$ cat config.mk
export PLATFORM = sky130hd
export DESIGN_NAME = bk_pipe_adder
export DESIGN_NICKNAME = d
export VERILOG_FILES = /design/src/rtl/bk_pipe_adder.sv
export SDC_FILE = /design/constraint.sdc
export NUM_CORES = 1
export LEC_CHECK = 0
export CORE_UTILIZATION = 53
export CTS_CLUSTER_DIAMETER = 200
export DETAILED_ROUTE_END_ITERATION = 6
export GPL_TIMING_DRIVEN = 1
export PLACE_DENSITY = 0.79
export REMOVE_ABC_BUFFERS = 1
export SLEW_MARGIN = 20
export SYNTH_ARGS = -nofsm -noshare
export SYNTH_HDL_FRONTEND = slang
export SYNTH_SLANG_ARGS = --single-unit
$ cat constraint.sdc
create_clock -name clk -period 2.83 [get_ports clk]
set_input_delay 0.849 -clock clk [delete_from_list [all_inputs] [get_ports clk]]
set_output_delay 0.849 -clock clk [all_outputs]
set_load 0.02 [all_outputs]
$ cat src/rtl/bk_pipe_adder.sv
// -----------------------------------------------------------------------------
// bk_pipe_adder
//
// Pipelined Brent-Kung parallel-prefix adder/subtractor with valid/ready flow
// control. It computes {cout, sum} = A + (sub ? ~B : B) + (sub ? 1 : cin) for any
// power-of-two WIDTH from 4 to 64. It also reports two's-complement signed
// overflow. Three register stages give a latency of 3 cycles and a throughput of
// one beat per cycle. Up to 3 beats are buffered under backpressure.
//
// Parameters
//   WIDTH      operand width, power of two in 4..64
//
// Ports
//   clk        rising-edge clock
//   rst        asynchronous active-high reset (clears all valid bits and outputs)
//   in_valid   operand beat offered
//   in_ready   pipeline accepts the operand beat this cycle
//   in_a       operand A
//   in_b       operand B
//   in_cin     carry-in, ignored when in_sub = 1
//   in_sub     0: A + B + cin, 1: A - B
//   out_valid  result beat valid
//   out_ready  consumer accepts the result beat
//   out_sum    sum/difference modulo 2^WIDTH
//   out_cout   carry out of bit WIDTH-1 (subtract: 1 = no borrow)
//   out_ovf    signed overflow, c[WIDTH] ^ c[WIDTH-1]
// -----------------------------------------------------------------------------
module bk_pipe_adder #(
    parameter int WIDTH = 16
) (
    input  logic             clk,
    input  logic             rst,
    input  logic             in_valid,
    output logic             in_ready,
    input  logic [WIDTH-1:0] in_a,
    input  logic [WIDTH-1:0] in_b,
    input  logic             in_cin,
    input  logic             in_sub,
    output logic             out_valid,
    input  logic             out_ready,
    output logic [WIDTH-1:0] out_sum,
    output logic             out_cout,
    output logic             out_ovf
);

    localparam int LOG2 = $clog2(WIDTH);

    if (WIDTH < 4 || WIDTH > 64 || (WIDTH & (WIDTH - 1)) != 0) begin : g_bad_width
        $error("bk_pipe_adder: WIDTH must be a power of two between 4 and 64");
    end

    // Up-sweep level l combines node i with node i - 2^l wherever i + 1 is a
    // multiple of 2^(l+1). After all levels, node 2^k-1 holds the group
    // generate/propagate of bits [2^k-1:0].
    function automatic logic [WIDTH-1:0] up_mask(input int l);
        logic [WIDTH-1:0] m;
        int               step;
        m    = '0;
        step = 2 << l;
        for (int i = 0; i < WIDTH; i++) begin
            if (((i + 1) % step) == 0) begin
                m = m | (WIDTH'(1) << i);
            end
        end
        return m;
    endfunction

    // Down-sweep level l fills in the nodes halfway between the up-sweep nodes.
    // Node i is combined with node i - 2^l, which is already a complete prefix.
    function automatic logic [WIDTH-1:0] dn_mask(input int l);
        logic [WIDTH-1:0] m;
        int               step;
        m    = '0;
        step = 2 << l;
        for (int i = 0; i < WIDTH; i++) begin
            if ((((i + 1) % step) == (1 << l)) && ((i + 1) > step)) begin
                m = m | (WIDTH'(1) << i);
            end
        end
        return m;
    endfunction

    // One prefix level applied to a whole vector. Bit i of (x << d) is bit
    // i - d of x, so the masked bits take the (G,P) pair from 2^l positions lower.
    function automatic logic [2*WIDTH-1:0] prefix_level(
        input logic [WIDTH-1:0] g,
        input logic [WIDTH-1:0] p,
        input logic [WIDTH-1:0] m,
        input int               d
    );
        logic [WIDTH-1:0] g_o;
        logic [WIDTH-1:0] p_o;
        g_o = g | (m & p & (g << d));
        p_o = (p & ~m) | (m & p & (p << d));
        return {p_o, g_o};
    endfunction

    // Flow control: a stage may load when it is empty or its beat moves on.
    logic vld_p1, vld_p2, vld_p3;
    logic en_p1, en_p2, en_p3;
    logic acc;

    assign en_p3     = !vld_p3 || out_ready;
    assign en_p2     = !vld_p2 || en_p3;
    assign en_p1     = !vld_p1 || en_p2;
    assign in_ready  = en_p1;
    assign acc       = in_valid && en_p1;
    assign out_valid = vld_p3;

    always_ff @(posedge clk or posedge rst) begin
        if (rst) begin
            vld_p1 <= 1'b0;
            vld_p2 <= 1'b0;
            vld_p3 <= 1'b0;
        end else begin
            if (en_p1) vld_p1 <= in_valid;
            if (en_p2) vld_p2 <= vld_p1;
            if (en_p3) vld_p3 <= vld_p2;
        end
    end

    // ---- Stage 1: operand conditioning, bitwise generate/propagate ----
    logic [WIDTH-1:0] b_x;
    logic             c0_x;
    logic [WIDTH-1:0] g_p1, p_p1;
    logic             c0_p1;

    assign b_x  = in_sub ? ~in_b : in_b;
    assign c0_x = in_sub | in_cin;

    always_ff @(posedge clk) begin
        if (acc) begin
            g_p1  <= in_a & b_x;
            p_p1  <= in_a ^ b_x;
            c0_p1 <= c0_x;
        end
    end

    // ---- Stage 2: up-sweep of the prefix tree ----
    logic [WIDTH-1:0]   ug, up;
    logic [2*WIDTH-1:0] up_lvl;

    always_comb begin
        ug     = g_p1;
        up     = p_p1;
        up_lvl = '0;
        for (int l = 0; l < LOG2; l++) begin
            up_lvl = prefix_level(ug, up, up_mask(l), 1 << l);
            ug     = up_lvl[WIDTH-1:0];
            up     = up_lvl[2*WIDTH-1:WIDTH];
        end
    end

    logic [WIDTH-1:0] gg_p2, gp_p2, p_p2;
    logic             c0_p2;

    always_ff @(posedge clk) begin
        if (en_p2 && vld_p1) begin
            gg_p2 <= ug;
            gp_p2 <= up;
            p_p2  <= p_p1;     // the bitwise propagate is still needed for the sum
            c0_p2 <= c0_p1;
        end
    end

    // ---- Stage 3: down-sweep, carries, sum and flags ----
    logic [WIDTH-1:0]   dg, dp;
    logic [2*WIDTH-1:0] dn_lvl;
    logic [WIDTH:0]     c;

    always_comb begin
        dg     = gg_p2;
        dp     = gp_p2;
        dn_lvl = '0;
        for (int l = LOG2 - 2; l >= 0; l--) begin
            dn_lvl = prefix_level(dg, dp, dn_mask(l), 1 << l);
            dg     = dn_lvl[WIDTH-1:0];
            dp     = dn_lvl[2*WIDTH-1:WIDTH];
        end
        // c[i+1] = G[i:0] | P[i:0] & c0; c[0] is the injected carry.
        c = {dg | (dp & {WIDTH{c0_p2}}), c0_p2};
    end

    logic signed [WIDTH-1:0] sum_p3;
    logic                    cout_p3, ovf_p3;

    always_ff @(posedge clk or posedge rst) begin
        if (rst) begin
            sum_p3  <= '0;
            cout_p3 <= 1'b0;
            ovf_p3  <= 1'b0;
        end else if (en_p3 && vld_p2) begin
            sum_p3  <= p_p2 ^ c[WIDTH-1:0];
            cout_p3 <= c[WIDTH];
            ovf_p3  <= c[WIDTH] ^ c[WIDTH-1];
        end
    end

    assign out_sum  = sum_p3;
    assign out_cout = cout_p3;
    assign out_ovf  = ovf_p3;

endmodule

### Word-level counts from Yosys, hierarchy flattened

Cells that the tools add are included.

* register bits after elaboration: 103
* latch bits: 0
* memory bits (writable): 0
* memory bits (read-only): 0
* output and inout port bits: 20
* memories kept: 0

* add/subtract/negate cells: 0
* $mul: 0
* div/mod/pow operators: 0
* $lt $le $gt $ge: 0
* equality and inequality tests: 0
* shifts and indexed selects: 0
* mux-type cells: 1
* bitwise operators: 36
* reductions and logical operators: 9

Operator list (number)
* 16-bit bitwise OR: 11
* 16-bit bitwise AND: 10
* 15-bit by 16-bit bitwise OR with 16-bit output: 4
* 12-bit by 16-bit bitwise AND with 16-bit output: 2
* 14-bit by 16-bit bitwise AND with 16-bit output: 2
* 15-bit by 16-bit bitwise AND with 16-bit output: 2
* 16-bit XOR: 2
* 16-bit 2-to-1 mux: 1
* 16-bit inverter: 1
* 1-bit logical AND: 3
* 1-bit zero test: 3
* 1-bit logical OR: 3
* 1-bit bitwise OR: 1
* 1-bit XOR: 1

### Logic depth before layout (Yosys ltp)

Gate-level depths: netlist (run 1).

* depth in word-level cells: 9
* gate-level depth with buffers: 5

### Worst setup path after synthesis (run 1)

No wires, ideal clock.

* kind: input port to flip-flop
* from: input out_ready
* to: register c0_p1, enable pin
* setup time: 0.393 ns
* arrival: 1.979 ns
* data required time: 2.437 ns
* setup slack: 0.458 ns
* stages on the path: 3
* path buffers: 0
* path through: nor2b_1 nand3_1 and2_1

* cells in the longest elaborated chain, start to end: 4

RTL lines
* from (decl): line 40 `input logic out_ready,`
* 1-bit logical OR: line 103 `assign en_p3 = !vld_p3 || out_ready;`
* 1-bit logical OR: line 104 `assign en_p2 = !vld_p2 || en_p3;`
* 1-bit logical OR: line 105 `assign en_p1 = !vld_p1 || en_p2;`
* named net in_ready: line 34 `output logic in_ready,`
* 1-bit logical AND: line 107 `assign acc = in_valid && en_p1;`
* named net acc: line 101 `logic acc;`
* to (signal assigned): line 135 `c0_p1 <= c0_x;`
* to (decl): line 126 `logic c0_p1;`

The timed path passes the listed nets, and every way through them passes these cells.
A chain may end at the register's enable or synchronous reset.

### Worst setup path in the final report (run 1)

* from: input out_ready
* to: output in_ready

* cells in the longest elaborated chain, start to end: 3

RTL lines (line)
* 1-bit logical OR: 103
* 1-bit logical OR: 104
* 1-bit logical OR: 105
* to (decl): 34

Every way passes these cells.

==> results.tsv, run 1 <==
stage	metric	value	unit
global_route	antenna_found_initial	0	
clocking	cts_hold_buf	0	
clocking	h-tree-depth	3	
critical_path	crit_chain	clkdlybuf4s50_1 > nor2b_1 > nand3_1 > dlygate4sd2_1	
timing	hold_viol	0	
critical_path	cp_top_family	buffers and inverters	
clocking	insertion_delay	0.35	ns
clocking	root_buffer	clkbuf_8	
critical_path	cp_slowest_cell	clkdlybuf4s50_1	
timing	post-route-period-util	96.4	%
timing	finalCriticalPeriod	2.73	ns
floorplanning	dieArea	7480	sq um
synth	synth.area.mux_share	0.298	%
timing	rsz0062_at_grt	no	
synth	ys_ff_latch	95	
global_route	grt_max_degree	42	
drt	dr.pass1.iters	4	
synth	synth.largest_area_cell	edfxtp_1	
timing	finalMaxSlewViolations	0	
timing	skew	0.00663	ns
final_layout	syn2layout_area_growth	24.9	%
synth	yosys.area.top_type_share	58.8	%
synth	syn_inst	247	
global_route	grt_pass1_wl	8890	um
drt	drtIter0Drc	78	
synth	yosysWarnings	0	
critical_path	end_kind	output pin	
final_layout	antenna_cells	0	
synth	syn_area_per_cell	15.3	sq um
timing	maxSlewHeadroom	48.5	%
pwr	ir_drop	0.332	mV
synth	synth_edf_count	74	
pwr	p_per_area	703	nW/um^2
synth	synth-main-ff-cell	edfxtp_1	
critical_path	cp.buffers_inverters	2	
synth	synth_top_family_by_area	XOR/XNOR gates	
clocking	cts_num_sinks	95	
synth	synthTopCellsByCount	74 x edfxtp_1, 24 x xor2_1, 21 x dfrtp_1, 21 x nand2_1, 18 x o21ai_0	
drt	finalWirelength	5410	um
pwr	p_total	3.32	mW
critical_path	cp-start-kind	primary input	
clocking	clockBufferDepth	2	
drt	drcViolationCount	0	
placement	gp_congestion	0.692	
drt	wl_per_cell	13.0	um
critical_path	worstSetupPathDepth	4	
global_route	grt_use_total	16.1	%
floorplanning	num_io_pins	58	
worst_hold_path	hold_path_class	reg2reg	
job	max-cap-violations	0	
timing	fmax	366	MHz
status	status	finished clean	
clocking	cts_setup_buffers	0	
critical_path	crit_path_max_incr_delay	0.42	ns
drt	vias	2019	
pwr	leakage	1.83	nW
clocking	clkSlewWorstSetupHoldPaths	0.08	ns
clocking	cts_tree	built	
timing	setup_violations	0	
synth	synthXorXnorAreaFrac	7.41	%
critical_path	ff2ff_setup_slack	1.18	ns
placement	port_buffers	57	
synth	synth.distinct_cells	27	
final_layout	final_core_util	69.1	%
critical_path	cp.required	1.98	ns
floorplanning	num_rows	30	
critical_path	critical_path_arrival	1.88	ns
timing	tightest_slew	0.771	ns
synth	synthTopCellsByArea	edfxtp_1 59%, dfrtp_1 14%, ha_1 5.6%	
floorplanning	start_util	55.3	%
final_layout	drive_gt1_share	6.88	%
global_route	first_global_vias	1926	
synth	synth_compound_area_share	7.31	%
final_layout	fin_nets	370	
placement	dpl.hpwl	4050	um
critical_path	critPathKind	in2out	
floorplanning	die_x	86.5	um
floorplanning	core-area	6830	sq um
critical_path	r2r_cells	5	
drt	ant_nets	0	
floorplanning	die_y	86.5	um
synth	ys_seq_area_share	72.7	%
synth	synthesis.area	3780	sq um
synth	synth_fa_ha_area_share	5.63	%
worst_hold_path	hold_depth	0	
drt	vias_per_cell	4.85	
synth	synth-simple-area-share	5.53	%
synth	synth_most_common_cell	edfxtp_1	
synth	synthArstFlopShare	22.1	%
global_route	gr-total-overflow	0	
clocking	cts_buffers	9	
critical_path	cp_max_fo	2	
-- metal layers --
metal / vias up / wire, um / global-route usage, %
li1: 1022 / - / -
met1: 939 / 2430 / 21.3
met2: 53 / 2650 / 25.4
met3: 5 / 254 / 4.86
met4: 0 / 71 / 6.36
met5: - / 0 / 0
-- worst reg2reg max path, delay by kind of cell (launching register included) --
kind	cells	cell delay [ns]
AOI/OAI and AO/OA	4	0.88
xor gates and xnor gates	1	0.18
DFF	1	0.47
-- timing repair --
| action | CTS | global route |
|---|---|---|
| endpoints found under the setup margin | 1 | 0 |
| hold endpoints to repair | 0 | 0 |
| resized for setup | 1 | 0 |
-- final timing paths --
check | start | to
worst max-delay path | out_ready | in_ready
worst min-delay path | p_p1[12]$_DFFE_PP_ | p_p2[12]$_DFFE_PP_
worst max register to register | c0_p2$_DFFE_PP_ | out_sum[15]$_DFFE_PP0P_
worst min register to register | p_p1[12]$_DFFE_PP_ | p_p2[12]$_DFFE_PP_
max in group asynchronous | rst | out_sum[7]$_DFFE_PP0P_
min in group asynchronous | rst | out_sum[5]$_DFFE_PP0P_
-- sequential cells by signal, summed over array words and instances, names as in the netlist --
signal     count
p_p1          16
out_valid      1
out_cout       1
out_sum       16
vld_p2         1
out_ovf        1
c0_p1          1
gg_p2         16
p_p2          16
gp_p2          8
vld_p1         1
c0_p2          1
g_p1          16
-- logic make-up (layout without fill, tap and decap cells) --
| family | after synthesis | count (layout) |
|---|---|---|
| flip-flops | 95 | 95 |
| AND/OR/NAND/NOR | 44 | 44 |
| adder cells (fa/ha/maj) | 17 | 17 |
| XOR/XNOR | 32 | 32 |
| buffers and inverters | 11 | 84 |
| AO/OA/AOI/OAI | 47 | 47 |
| multiplexers | 1 | 1 |
-- placed cells by master, fill, tap and decap left out, types with 4 or more instances in the layout --
master / count
a21o_1: 9
a21oi_1: 12
and2_1: 7
clkbuf_8: 9
clkdlybuf4s50_1: 56
dfrtp_1: 21
edfxtp_1: 74
ha_1: 17
inv_1: 6
nand2_1: 21
nand2b_1: 4
nand3_1: 5
o21ai_0: 18
xnor2_1: 8
xor2_1: 24
-- final cells by class --
type                            instances  area, sq um
Timing Repair Buffer                   62          632
Fill cell                             486         2110
Inverter                                6         22.5
Clock buffer                           12          156
Tap cell                               96          120
Multi-Input combinational cell        141          990
Sequential cell                        95         2750
Clock inverter                          4         52.6
-- metrics by stage --
stage	TNS (ns)	hold WS (ns)	setup slack, ns	area (sq um)	instances
detailed placement	-0.132	0.425	-0.132	4510	400
finish	0	0.438	0.101	4720	416
floorplan	0	0.400	0.458	3760	242
global route	0	0.444	0.0168	4720	416
global placement	-0.0776	0.407	-0.0776	4510	400
CTS	0	0.442	0.0803	4720	416
-- report_power, final --
part	internal, mW	total [mW]	switching (mW)
combinational	0.294	0.598	0.304
clock	0.462	0.899	0.436
sequential	1.73	1.82	0.0914
total	2.49	3.32	0.832
Note: power is estimated with default switching activity, not from simulation.
==> run 2, diff against run 1 <==
--- a/config.mk
+++ b/config.mk
@@ -5,6 +5,7 @@
 export SDC_FILE = /design/constraint.sdc
 export NUM_CORES = 1
 export LEC_CHECK = 0
+export CORE_ASPECT_RATIO = 1.2
 export CORE_UTILIZATION = 53
 export CTS_CLUSTER_DIAMETER = 200
 export DETAILED_ROUTE_END_ITERATION = 6
==> run 2 against run 1 <==
Against the previous run:
- highest routed layer unchanged
- flip-flop and latch count did not move
- die area about the same
- sequential share of layout area grew 0.17 points
- worst hold slack got worse by 0.0063 ns
- total power grew 0.71%
- critical path depth did not move
- routed wire length decreased by 4.8%
==> results.tsv, run 2 (same netlist as run 1, synthesis figures left out) <==
stage	metric	value	unit	change
status	status	finished clean		
floorplanning	num_rows	33		+10%
drt	finalWirelength	5150	um	-4.8%
timing	finalCriticalPeriod	2.74	ns	+0.0124 ns
timing	fin_ws	0.0887	ns	-0.0124 ns
worst_hold_path	hold_path_class	reg2reg		
placement	dpl.hpwl	3810	um	-5.9%
clocking	clockBufferDepth	2		unchanged
global_route	grt_max_degree	42		unchanged
timing	maxSlewHeadroom	51.6	%	+3.1 points
clocking	cts_buffers	9		unchanged
clocking	cts_setup_buffers	0		unchanged
worst_hold_path	min_to	c0_p2$_DFFE_PP_		
pwr	leakage	1.84	nW	+0.74%
critical_path	cp-start-kind	primary input		
timing	setup_violations	0		unchanged
floorplanning	start_util	55.2	%	-0.18 points
global_route	grt_use_total	16.5	%	+0.38 points
worst_hold_path	hold_depth	0		unchanged
global_route	first_global_vias	1943		+0.88%
final_layout	stdcell_count	407		-2.2%
clocking	clkSlewWorstSetupHoldPaths	0.08	ns	about the same
pwr	p_per_area	710	nW/um^2	+1.0%
timing	finalMaxSlewViolations	0		unchanged
floorplanning	die_x	79.1	um	-8.5%
global_route	gr-total-overflow	0		unchanged
critical_path	end_kind	output pin		
timing	skew	0.00842	ns	+0.00178 ns
clocking	cts_num_sinks	95		unchanged
drt	vias_per_cell	4.92		+1.4%
critical_path	cp.required	1.98	ns	about the same
final_layout	antenna_cells	0		unchanged
critical_path	reg2reg_from	c0_p2$_DFFE_PP_		
final_layout	layout_commonest_cell	edfxtp_1		
timing	fmax	365	MHz	-0.45%
clocking	root_buffer	clkbuf_8		
final_layout	layout_common_cells	74 x edfxtp_1, 56 x clkdlybuf4s50_1, 24 x xor2_1, 21 x nand2_1, 21 x dfrtp_1		
critical_path	reg2reg_to	out_sum[15]$_DFFE_PP0P_		
timing	hold_viol	0		unchanged
final_layout	final_area	4710	sq um	-0.29%
final_layout	fin_nets	370		unchanged
job	max-cap-violations	0		unchanged
critical_path	critPathKind	in2out		
drt	vias	2003		-0.79%
worst_hold_path	hp-start	c0_p1$_DFFE_PP_		
floorplanning	dieArea	7480	sq um	about the same
timing	setup_tns	0	ns	unchanged
floorplanning	num_io_pins	58		unchanged
placement	dpl-instance-area	4490	sq um	-0.53%
drt	dr.pass1.iters	4		unchanged
timing	rsz0062_at_grt	no		
critical_path	critical_path_arrival	1.89	ns	about the same
timing	post-route-period-util	96.9	%	+0.44 points
clocking	h-tree-depth	3		unchanged
critical_path	cp_max_fo	2		unchanged
placement	dp.cells	391		-2.3%
floorplanning	die_y	94.5	um	+9.3%
timing	tightest_slew	0.725	ns	-0.0465 ns
drt	drcViolationCount	0		unchanged
drt	wl_per_cell	12.6	um	-2.7%
placement	port_buffers	57		unchanged
floorplanning	core-area	6850	sq um	+0.33%
placement	gp_congestion	0.667		-3.5%
critical_path	ff2ff_setup_slack	1.21	ns	+0.03 ns
final_layout	drive_gt1_share	6.88	%	unchanged
clocking	cts_tree	built		
critical_path	r2r_cells	5		unchanged
global_route	grt_pass1_wl	8830	um	-0.70%
final_layout	fill_cells	493		+1.4%
pwr	ir_drop	0.388	mV	+17%
drt	ant_nets	0		unchanged
placement	post-place-ws	-0.126	ns	+0.00542 ns
final_layout	syn2layout_area_growth	24.5	%	
timing	hold_slack	0.432	ns	-0.00632 ns
clocking	insertion_delay	0.35	ns	about the same
global_route	antenna_found_initial	0		unchanged
drt	drtIter0Drc	72		-7.7%
-- run 2: area by class of cell --
class	instances	area (sq um)	share of cell area, %
sequential	95	2750	58.4
inverter	6	22.5	0.478
tap	87	109	2.31
timing repair buffer	62	619	13.2
clock inverter	2	35.0	0.744
clock buffer	14	184	3.91
multi-input combinational	141	990	21.0
-- run 2: per-layer routing --
metal	vias up	share of wire [%]	global-route usage, %
met5	-	0	0
met4	0	2.3	8.33
met3	7	4.0	6.86
met2	46	52	26.7
met1	928	42	18.9
li1	1022	-	-
-- run 2: report_power, final --
part / internal [mW] / leakage (nW) / switching, mW
Clock: 0.510 / 0.112 / 0.421
Combinational: 0.292 / 0.757 / 0.302
Sequential: 1.73 / 0.973 / 0.0883
Total: 2.53 / 1.84 / 0.810
-- run 2: stage by stage --
stage / util, % / power, mW
6_report: 68.7 / 3.34
3_5_place_dp: 65.5 / 2.46
4_1_cts: 68.7 / 3.38
5_1_grt: 68.7 / 3.51
3_3_place_gp: 65.5 / 2.42
2_1_floorplan: - / 2.15
-- run 2: worst max-delay path, cell delays in order --
cell and delay [ns]:
clkdlybuf4s50_1 0.41, nor2b_1 0.17, nand3_1 0.12, dlygate4sd2_1 0.34
-- run 2: repair_timing --
item / CTS / global route
endpoints found under the setup margin: 1 / 0
hold endpoints to repair: 0 / 0
hold buffers: 0 / 0
resized for setup: 1 / 0
-- run 2: worst max path at each step --
stage	startpoint	end
final	out_ready	in_ready
after global routing	out_ready	in_ready
after CTS	out_ready	in_ready
after detailed placement	out_ready	in_ready
after global placement	out_ready	in_ready
after floorplan	out_ready	c0_p1$_DFFE_PP_
